File: config.mk
export PLATFORM = sky130hd
export DESIGN_NAME = intr_flag_ctrl
export DESIGN_NICKNAME = d
export VERILOG_FILES = /design/src/rtl/intr_flag_ctrl_pkg.sv /design/src/rtl/intr_flag_ctrl_edge.sv /design/src/rtl/intr_flag_ctrl.sv
export SDC_FILE = /design/constraint.sdc
export NUM_CORES = 1
export LEC_CHECK = 0
export ABC_AREA = 0
export CORE_MARGIN = 1.5
export CORE_UTILIZATION = 55
export CTS_BUF_LIST = sky130_fd_sc_hd__clkbuf_8
export CTS_CLUSTER_DIAMETER = 50
export DETAILED_ROUTE_END_ITERATION = 6
export DONT_BUFFER_PORTS = 1
export PLACE_DENSITY = 0.7
export SETUP_SLACK_MARGIN = 0.5
export SLEW_MARGIN = 20
export SYNTH_ARGS = -nofsm -noshare
export SYNTH_HDL_FRONTEND = slang
export SYNTH_SLANG_ARGS = --single-unit
File: constraint.sdc
create_clock -name CLK -period 2.86 [get_ports CLK]
set_input_delay 0.286 -clock CLK [delete_from_list [all_inputs] [get_ports CLK]]
set_output_delay 0.286 -clock CLK [all_outputs]
set_load 0.05 [all_outputs]
File: src/rtl/intr_flag_ctrl_pkg.sv
// Shared definitions for the interrupt/return sequencer: state encoding,
// memory address-select codes and the condition-code flag width.
package intr_flag_ctrl_pkg;

  typedef enum logic [3:0] {
    IDLE  = 4'd0,
    DRAIN = 4'd1,
    SAVE  = 4'd2,
    PUSH  = 4'd3,
    VEC   = 4'd4,
    JUMP  = 4'd5,
    POP   = 4'd6,
    POPRD = 4'd7,
    RET   = 4'd8
  } state_t;

  localparam logic [1:0] SEL_NORM = 2'b00;
  localparam logic [1:0] SEL_SP   = 2'b01;
  localparam logic [1:0] SEL_VEC  = 2'b10;

  // Z, N, C, V held in the downstream condition-code register
  localparam int FLAG_W = 4;

endpackage

File: src/rtl/intr_flag_ctrl_edge.sv
// intr_edge_sync: optional 2-flop synchronizer, rising-edge detect and the
// pending latch. Define INTR_SYNC_EN to insert the synchronizer (+2 cycles).
module intr_edge_sync
  import intr_flag_ctrl_pkg::*;
(
  input  logic CLK,
  input  logic RST,
  input  logic intr,
  input  logic clr,
  output logic pending
);

  logic intr_s;
  logic intr_q;
  logic rise;

`ifdef INTR_SYNC_EN
  logic [1:0] sync;

  // two-stage synchronizer for an INTR driven from another clock domain
  always_ff @(posedge CLK or negedge RST) begin
    if (!RST) sync <= '0;
    else      sync <= {sync[0], intr};
  end

  assign intr_s = sync[1];
`else
  assign intr_s = intr;
`endif

  assign rise = intr_s & ~intr_q;

  // edge register plus pending latch; clear wins, so an edge coinciding with
  // entry to DRAIN is absorbed into the service being started
  always_ff @(posedge CLK or negedge RST) begin
    if (!RST) begin
      intr_q  <= 1'b0;
      pending <= 1'b0;
    end else begin
      intr_q <= intr_s;
      if (clr)       pending <= 1'b0;
      else if (rise) pending <= 1'b1;
    end
  end

endmodule

File: src/rtl/intr_flag_ctrl.sv
// intr_flag_ctrl: single-level interrupt entry / RTI sequencer for the 8-bit
// core. Drains the pipe, saves flags, pushes the return PC, fetches the
// vector and redirects fetch; RTI pops the PC and restores flags.
// Optional build macro: INTR_SYNC_EN (synchronize INTR, +2 cycles entry).
module intr_flag_ctrl
  import intr_flag_ctrl_pkg::*;
#(
  parameter int          DRAIN_CYCLES = 3,
  parameter logic [7:0]  VECTOR_ADDR  = 8'h00
) (
  input  logic       CLK,
  input  logic       RST,
  input  logic       INTR,
  input  logic       RTI,
  input  logic [7:0] PC_NEXT,
  input  logic [7:0] MEM_RDATA,
  output logic       STALL,
  output logic       FLUSH,
  output logic       F_SAVE,
  output logic       F_RESTORE,
  output logic       MEM_RD,
  output logic       MEM_WR,
  output logic [1:0] MEM_ADDR_SEL,
  output logic [7:0] MEM_WDATA,
  output logic       SP_DEC,
  output logic       SP_INC,
  output logic       PC_LOAD,
  output logic [7:0] PC_LOAD_VAL,
  output logic       INT_ACK,
  output logic       IN_SERVICE
);

  // VECTOR_ADDR is decoded by the memory address mux from SEL_VEC
  if (DRAIN_CYCLES < 1 || DRAIN_CYCLES > 7 || $bits(VECTOR_ADDR) != 8) begin : g_bad_param
    $error("intr_flag_ctrl: DRAIN_CYCLES must be 1..7");
  end

  localparam logic [2:0] DRAIN_LOAD = 3'(DRAIN_CYCLES - 1);

  state_t     state, nxt;
  logic [2:0] cnt;
  logic [7:0] ret_pc;
  logic       in_service;
  logic       pending;
  logic       clr;

  intr_edge_sync u_edge (
    .CLK     (CLK),
    .RST     (RST),
    .intr    (INTR),
    .clr     (clr),
    .pending (pending)
  );

  // state register plus drain counter, return PC and service flag
  always_ff @(posedge CLK or negedge RST) begin
    if (!RST) begin
      state      <= IDLE;
      cnt        <= '0;
      ret_pc     <= '0;
      in_service <= 1'b0;
    end else begin
      state <= nxt;
      if (clr) begin
        cnt    <= DRAIN_LOAD;
        ret_pc <= PC_NEXT;
      end else if (state == DRAIN && cnt != 3'd0) begin
        cnt <= cnt - 3'd1;
      end
      if (state == JUMP)     in_service <= 1'b1;
      else if (state == RET) in_service <= 1'b0;
    end
  end

  // next-state and Moore output decode; RTI outranks a pending interrupt
  always_comb begin
    nxt          = state;
    clr          = 1'b0;
    STALL        = 1'b0;
    FLUSH        = 1'b0;
    F_SAVE       = 1'b0;
    F_RESTORE    = 1'b0;
    MEM_RD       = 1'b0;
    MEM_WR       = 1'b0;
    MEM_ADDR_SEL = SEL_NORM;
    MEM_WDATA    = '0;
    SP_DEC       = 1'b0;
    SP_INC       = 1'b0;
    PC_LOAD      = 1'b0;
    INT_ACK      = 1'b0;
    unique case (state)
      IDLE: begin
        if (RTI && in_service) begin
          nxt = POP;
        end else if (pending && !in_service) begin
          nxt = DRAIN;
          clr = 1'b1;
        end
      end
      DRAIN: begin
        STALL = 1'b1;
        if (cnt == 3'd0) nxt = SAVE;
      end
      SAVE: begin
        STALL  = 1'b1;
        F_SAVE = 1'b1;
        nxt    = PUSH;
      end
      PUSH: begin
        STALL        = 1'b1;
        MEM_WR       = 1'b1;
        MEM_ADDR_SEL = SEL_SP;
        MEM_WDATA    = ret_pc;
        SP_DEC       = 1'b1;
        nxt          = VEC;
      end
      VEC: begin
        STALL        = 1'b1;
        MEM_RD       = 1'b1;
        MEM_ADDR_SEL = SEL_VEC;
        nxt          = JUMP;
      end
      JUMP: begin
        PC_LOAD = 1'b1;
        FLUSH   = 1'b1;
        INT_ACK = 1'b1;
        nxt     = IDLE;
      end
      POP: begin
        STALL  = 1'b1;
        SP_INC = 1'b1;
        nxt    = POPRD;
      end
      POPRD: begin
        STALL        = 1'b1;
        MEM_RD       = 1'b1;
        MEM_ADDR_SEL = SEL_SP;
        nxt          = RET;
      end
      RET: begin
        PC_LOAD   = 1'b1;
        FLUSH     = 1'b1;
        F_RESTORE = 1'b1;
        nxt       = IDLE;
      end
      default: nxt = IDLE;
    endcase
  end

  // redirect target comes straight from the memory read port
  assign PC_LOAD_VAL = PC_LOAD ? MEM_RDATA : 8'h00;
  assign IN_SERVICE  = in_service;

endmodule
==> impl_metrics.yaml, run 1 <==
sta:
  holdWs_ns: 0.0567
  rsz0062_at_grt: "true"
  setup_tns_ns: 0
  fmax_ghz: 0.443
  hold_viol: 0
  fin_skew_ns: 0.00251
  slew_violations: 0
  slew_headroom_pct: 44.2
  fin_crit_ns: 2.25
  setup_viol: 0
  period_share_pct: 78.8
  worst_pin_slew_ns: 0.833
critical_path:
  crit_chain: "nand2_1, nor3_4, and2_1"
  crit_type: "reg -> out"
  worst-path-max-fanout: 14
  end_kind: "output port"
  worstPathRequired_ns: 2.57
  crit_arrival_ns: 1.97
  slowest_delay_ns: 0.62
  startpoint_type: "flip-flop"
  crit_slowest_cell: "dfrtp_1"
cts:
  cts_sinks: 18
  cts-root-buf: "clkbuf_8"
  path_clk_slew_ns: 0.07
  htreeDepth: 1
  cts_buffers: 3
  clockBufferDepth: 2
  insertion_delay_ns: 0.25
  cts_tree: "done"
final_layout:
  regArea_um2: 453
  fillers: 137
  fin_nets: 143
  areaGrowthSynthToFinish_pct: 30.2
  antenna_cells: 0
  drive_above_1_share_pct: 33.3
  multiInputGateArea_um2: 561
  final_cell_mix: "dfrtp_1 (16), and2_1 (14), buf_4 (9)"
  final_common_cell: "dfrtp_1"
  stdcell_area_um2: 1350
yosys:
  synthSimpleGateAreaFrac_pct: 28.1
  ys_types: 35
  syn_nets: 127
  synth_mux_area_share_pct: 9.66
  yosysTopAreaCellShare_pct: 43.5
  synth_area_leaders: "dfrtp_1 (43%), and2_1 (9.7%), mux2_2 (8.7%), nor2_1 (2.5%), ha_1 (2.4%)"
  synth_xor_area_share_pct: 0.845
  synth_adder_area_share_pct: 2.42
  synth-seq-cells: 18
  syn_area_per_cell_um2: 9.87
  synth_top_family_by_area: "simple AND/OR/NAND/NOR gates"
  ys_seq_area_share_pct: 43.5
  syn_area_um2: 1040
  synth.largest_area_cell: "dfrtp_1"
  netlist_instances: 105
  synth_warnings: 0
  synth-compound-area-share_pct: 10.9
global_routing:
  grt_max_degree: 19
  grt_pass1_wl_mm: 3.46
  grt.total_usage_pct: 23.6
  grt_pass1_vias: 814
  grt_antenna_before_repair: 0
  grt-ovfl-total: 0
drt:
  routedWlPerCell_um: 15.9
  dr.pass1.iters: 4
  ant_nets: 0
  vias: 837
  drc: 0
  vias_per_cell: 5.77
  postRouteWirelength_mm: 2.30
  drt_iter0_drc: 19
place:
  dp_hpwl_mm: 1.75
  placed_area_um2: 1280
  port_buffers: 0
  place_congestion: 0.732
worst_hold_path:
  hold_path_class: "in -> reg"
floorplanning:
  boundaryPins: 49
  die_area_um2: 2150
  die_y_um: 46.4
  fp.dieW_um: 46.4
  initial_core_util_pct: 59.4
  core-area_um2: 1750
  fp-row-count: 15
job:
  maxCapViolCount: 0
pwr:
  p_leak_nw: 0.575
  pwr_density_cell_nw_per_um2: 1330
  ir_worst_vdd_mv: 0.895
status:
  outcome: "finished clean"
## worst max-delay path, delay by kind of cell, from the launching register on
family | cells | cell delay [ns]
and+or+nand+nor | 3 | 1.09
DFF | 1 | 0.62
## registers in the layout, summed over array words and instances, names as in the netlist
register        flops
cnt                 3
u_edge.pending      1
IN_SERVICE          1
ret_pc              8
u_edge.intr_q       1
state               4
## cell families (layout without fill, tap and decap cells)
| group | Yosys count | in the layout |
|---|---|---|
| compound gates | 17 | 17 |
| xor+xnor | 1 | 1 |
| fa+ha+maj | 2 | 2 |
| buf+inv | 10 | 25 |
| flops | 18 | 18 |
| mux | 9 | 9 |
| simple gates | 48 | 48 |
## stage by stage
stage               cells  setup WS (ns)  utilization (%)  power [W]
floorplan             105          0.575                -    0.00130
global placement      140          0.888             73.3    0.00153
detailed placement    140          0.844             73.3    0.00159
CTS                   145          0.559             77.0    0.00180
global route          145          0.498             77.3    0.00190
finish                145          0.605             77.3    0.00180
## timing repair
action                                 CTS  global route
hold buffers                             1             0
setup buffers                            0             0
endpoints found under the hold margin   18             0
resized for setup                        0             4
setup endpoints to repair                0            12
## layer usage
layer | vias to the layer above | part of all wire [%] | track usage, % | routed length, µm
li1 | 390 | - | - | -
met1 | 401 | 37 | 27.0 | 854
met2 | 40 | 54 | 41.9 | 1240
met3 | 6 | 7.1 | 4.31 | 163
met4 | 0 | 1.8 | 10.9 | 42
met5 | - | 0 | 0 | 0
## cell usage after synthesis (all sizes together)
cell / instances
or4: 1
buf: 4
or3b: 1
inv: 3
nand2: 2
o21a: 1
ha: 2
a31oi: 1
xor2: 1
nor2b: 4
o21bai: 1
or2: 2
o211ai: 1
a21boi: 2
and3b: 1
nand3b: 2
o2111a: 1
o2bb2ai: 1
nor4: 1
a21oi: 3
or3: 1
nand2b: 3
nor3b: 2
mux2i: 1
o21ai: 5
clkbuf: 3
dfrtp: 18
mux2: 8
nor2: 7
a221oi: 1
nor3: 4
or4b: 1
and2: 16
## path summary, 6_finish.rpt
path	from	endpoint	slack, ns	depth (start not counted)
worst max-delay path	state[1]	MEM_WDATA[5]	0.61	3
worst min-delay path	INTR	u_edge.intr_q	0.06	0
worst max register to register	state[1]	ret_pc[6]	0.88	3
worst min register to register	ret_pc[2]	ret_pc[2]	0.50	1
max in group asynchronous	RST	state[2]	1.75	1
min in group asynchronous	RST	cnt[0]	0.56	1
## where the power goes
group          internal [W]  switching [W]
Sequential         0.000367       0.000153
Clock              0.000122      0.0000844
Combinational      0.000381       0.000687
## final cells by class
class                      count  share of cell area (%)
multi-input combinational     77                    41.6
sequential                    18                    33.6
timing repair buffer          18                    17.6
clock buffer                   4                    4.08
tap                           25                    2.32
inverter                       3                   0.835
(Power assumes the default switching activity.)
==> run 2, diff against run 1 <==
Clock period 2.86 ns to 2.2 ns, I/O delays scaled along.
==> impl_metrics.yaml, run 2 (synthesized netlist as in run 1, its figures left out) <==
drt:
  drt_iter0_drc: 23
  ant_nets: 0
  drc: 0
  routedWlPerCell_um: 19.7
  vias_per_cell: 6.01
  postRouteWirelength_mm: 3.25
  dr.pass1.iters: 4
  vias: 992
critical_path:
  reg2reg_to: "cnt[2]"
  end_kind: "output port"
  startpoint_type: "flip-flop"
  crit_arrival_ns: 1.62
  r2r-start: "state[1]"
  reg2reg_slack_ns: 0.43
  worst-path-max-fanout: 5
  crit_type: "reg -> out"
  worstPathRequired_ns: 1.98
  reg2reg_depth: 4
final_layout:
  areaGrowthSynthToFinish_pct: 53.3
  fillers: 71
  regMostFlops: "ret_pc"
  final_cell_mix: "buf_4 (22), and2_4 (16), dfrtp_1 (14)"
  top_regs: "ret_pc x8, state x4, cnt x3"
  fin_nets: 163
  antenna_cells: 0
  largest_register_ffs: 8
  final_common_cell: "buf_4"
  drive_above_1_share_pct: 61.4
worst_hold_path:
  whs_endpoint: "ret_pc[7]"
  holdCritStartpoint: "PC_NEXT[7]"
  holdPathStages: 1
  hold_path_class: "in -> reg"
sta:
  hold_viol: 0
  fmax_ghz: 0.544
  fin_ws_ns: 0.362
  fin_skew_ns: 0.00657
  setup_viol: 0
  rsz0062_at_grt: "true"
  slew_violations: 0
  worst_pin_slew_ns: 0.863
  slew_headroom_pct: 42.3
  fin_crit_ns: 1.84
  period_share_pct: 83.5
  setup_tns_ns: 0
  holdWs_ns: 0.113
floorplanning:
  fp-row-count: 15
  die_y_um: 46.4
  core-area_um2: 1750
  initial_core_util_pct: 59.4
  fp.dieW_um: 46.4
  die_area_um2: 2150
  boundaryPins: 49
cts:
  cts_tree: "done"
  clockBufferDepth: 2
  htreeDepth: 1
  cts_buffers: 3
  insertion_delay_ns: 0.25
  path_clk_slew_ns: 0.07
  cts-root-buf: "clkbuf_8"
  cts_sinks: 18
place:
  port_buffers: 0
  place_congestion: 0.765
  place_ws_ns: 0.335
  dp_hpwl_mm: 1.46
global_routing:
  grt_pass1_vias: 823
  grt_max_degree: 19
  grt-ovfl-total: 0
  grt.total_usage_pct: 23.7
  grt_pass1_wl_mm: 3.56
  grt_antenna_before_repair: 0
status:
  outcome: "finished clean"
pwr:
  p_leak_nw: 0.710
  pwr_density_cell_nw_per_um2: 1820
  ir_worst_vdd_mv: 1.26
  total_power_w: 0.00289
job:
  maxCapViolCount: 0
run 2: changes by cell type in the layout (fill, tap and decap cells not counted), moves of 7 or more:
| cell | previous run | this run |
|---|---|---|
| and2_4 | 0 | 16 |
| and2_1 | 14 | 0 |
| buf_4 | 9 | 22 |
| buf_6 | 0 | 12 |
| buf_12 | 8 | 1 |
run 2: layer usage:
layer	wire length (µm)	share of wire (%)	global-route usage, %	up-vias
li1	-	-	-	436
met3	239	7.4	3.53	10
met2	1640	50	45.6	80
met1	1280	39	26.4	466
met5	0	0	0	-
met4	89	2.7	6.86	0
run 2: layout make-up:
type	instances	area, µm²	share of cell area (%)
well taps	25	31.3	1.97
inverters	3	11.3	0.709
multi-input cells	78	694	43.7
flip-flops and latches	18	455	28.7
clock buffers	4	55.1	3.47
repair buffers	37	340	21.4
run 2: through the flow:
step	cells	util, %	instance area (µm²)
CTS	158	82.8	1450
floorplan	105	-	1130
finish	165	91.0	1590
global placement	136	69.8	1220
global route	165	91.0	1590
detailed placement	136	69.8	1220
run 2: critical path, stage by stage (launching register included):
cell     delay [ns]
dfrtp_2        0.43
or3b_4         0.44
a21oi_4        0.22
and2_4         0.27
run 2: worst max path at each step:
stage / startpoint / endpoint / slack (ns) / cells after the start
after floorplan: state[2] / F_RESTORE / 0.12 / 3
after global placement: state[1] / MEM_WDATA[0] / 0.40 / 4
after detailed placement: state[1] / MEM_WDATA[0] / 0.33 / 4
after CTS: state[0] / PC_LOAD_VAL[2] / 0.38 / 3
after global routing: state[3] / PC_LOAD_VAL[7] / 0.33 / 4
final: state[2] / PC_LOAD_VAL[3] / 0.36 / 3
run 2: where the power goes:
| part | total [W] | leakage, nW | internal [W] | switching, W |
|---|---|---|---|---|
| clock | 0.000271 | 0.0288 | 0.000159 | 0.000112 |
| sequential | 0.000598 | 0.206 | 0.000484 | 0.000115 |
| combinational | 0.00202 | 0.476 | 0.000798 | 0.00122 |
| total | 0.00289 | 0.710 | 0.00144 | 0.00145 |
run 2: repair_timing:
item / in CTS / in global routing
hold buffers: 2 / 0
hold endpoints to repair: 19 / 0
endpoints found under the setup margin: 30 / 36
buffers inserted: 15 / 6
pin swaps: 12 / 15
resized for setup: 9 / 26
gates cloned: 1 / 1
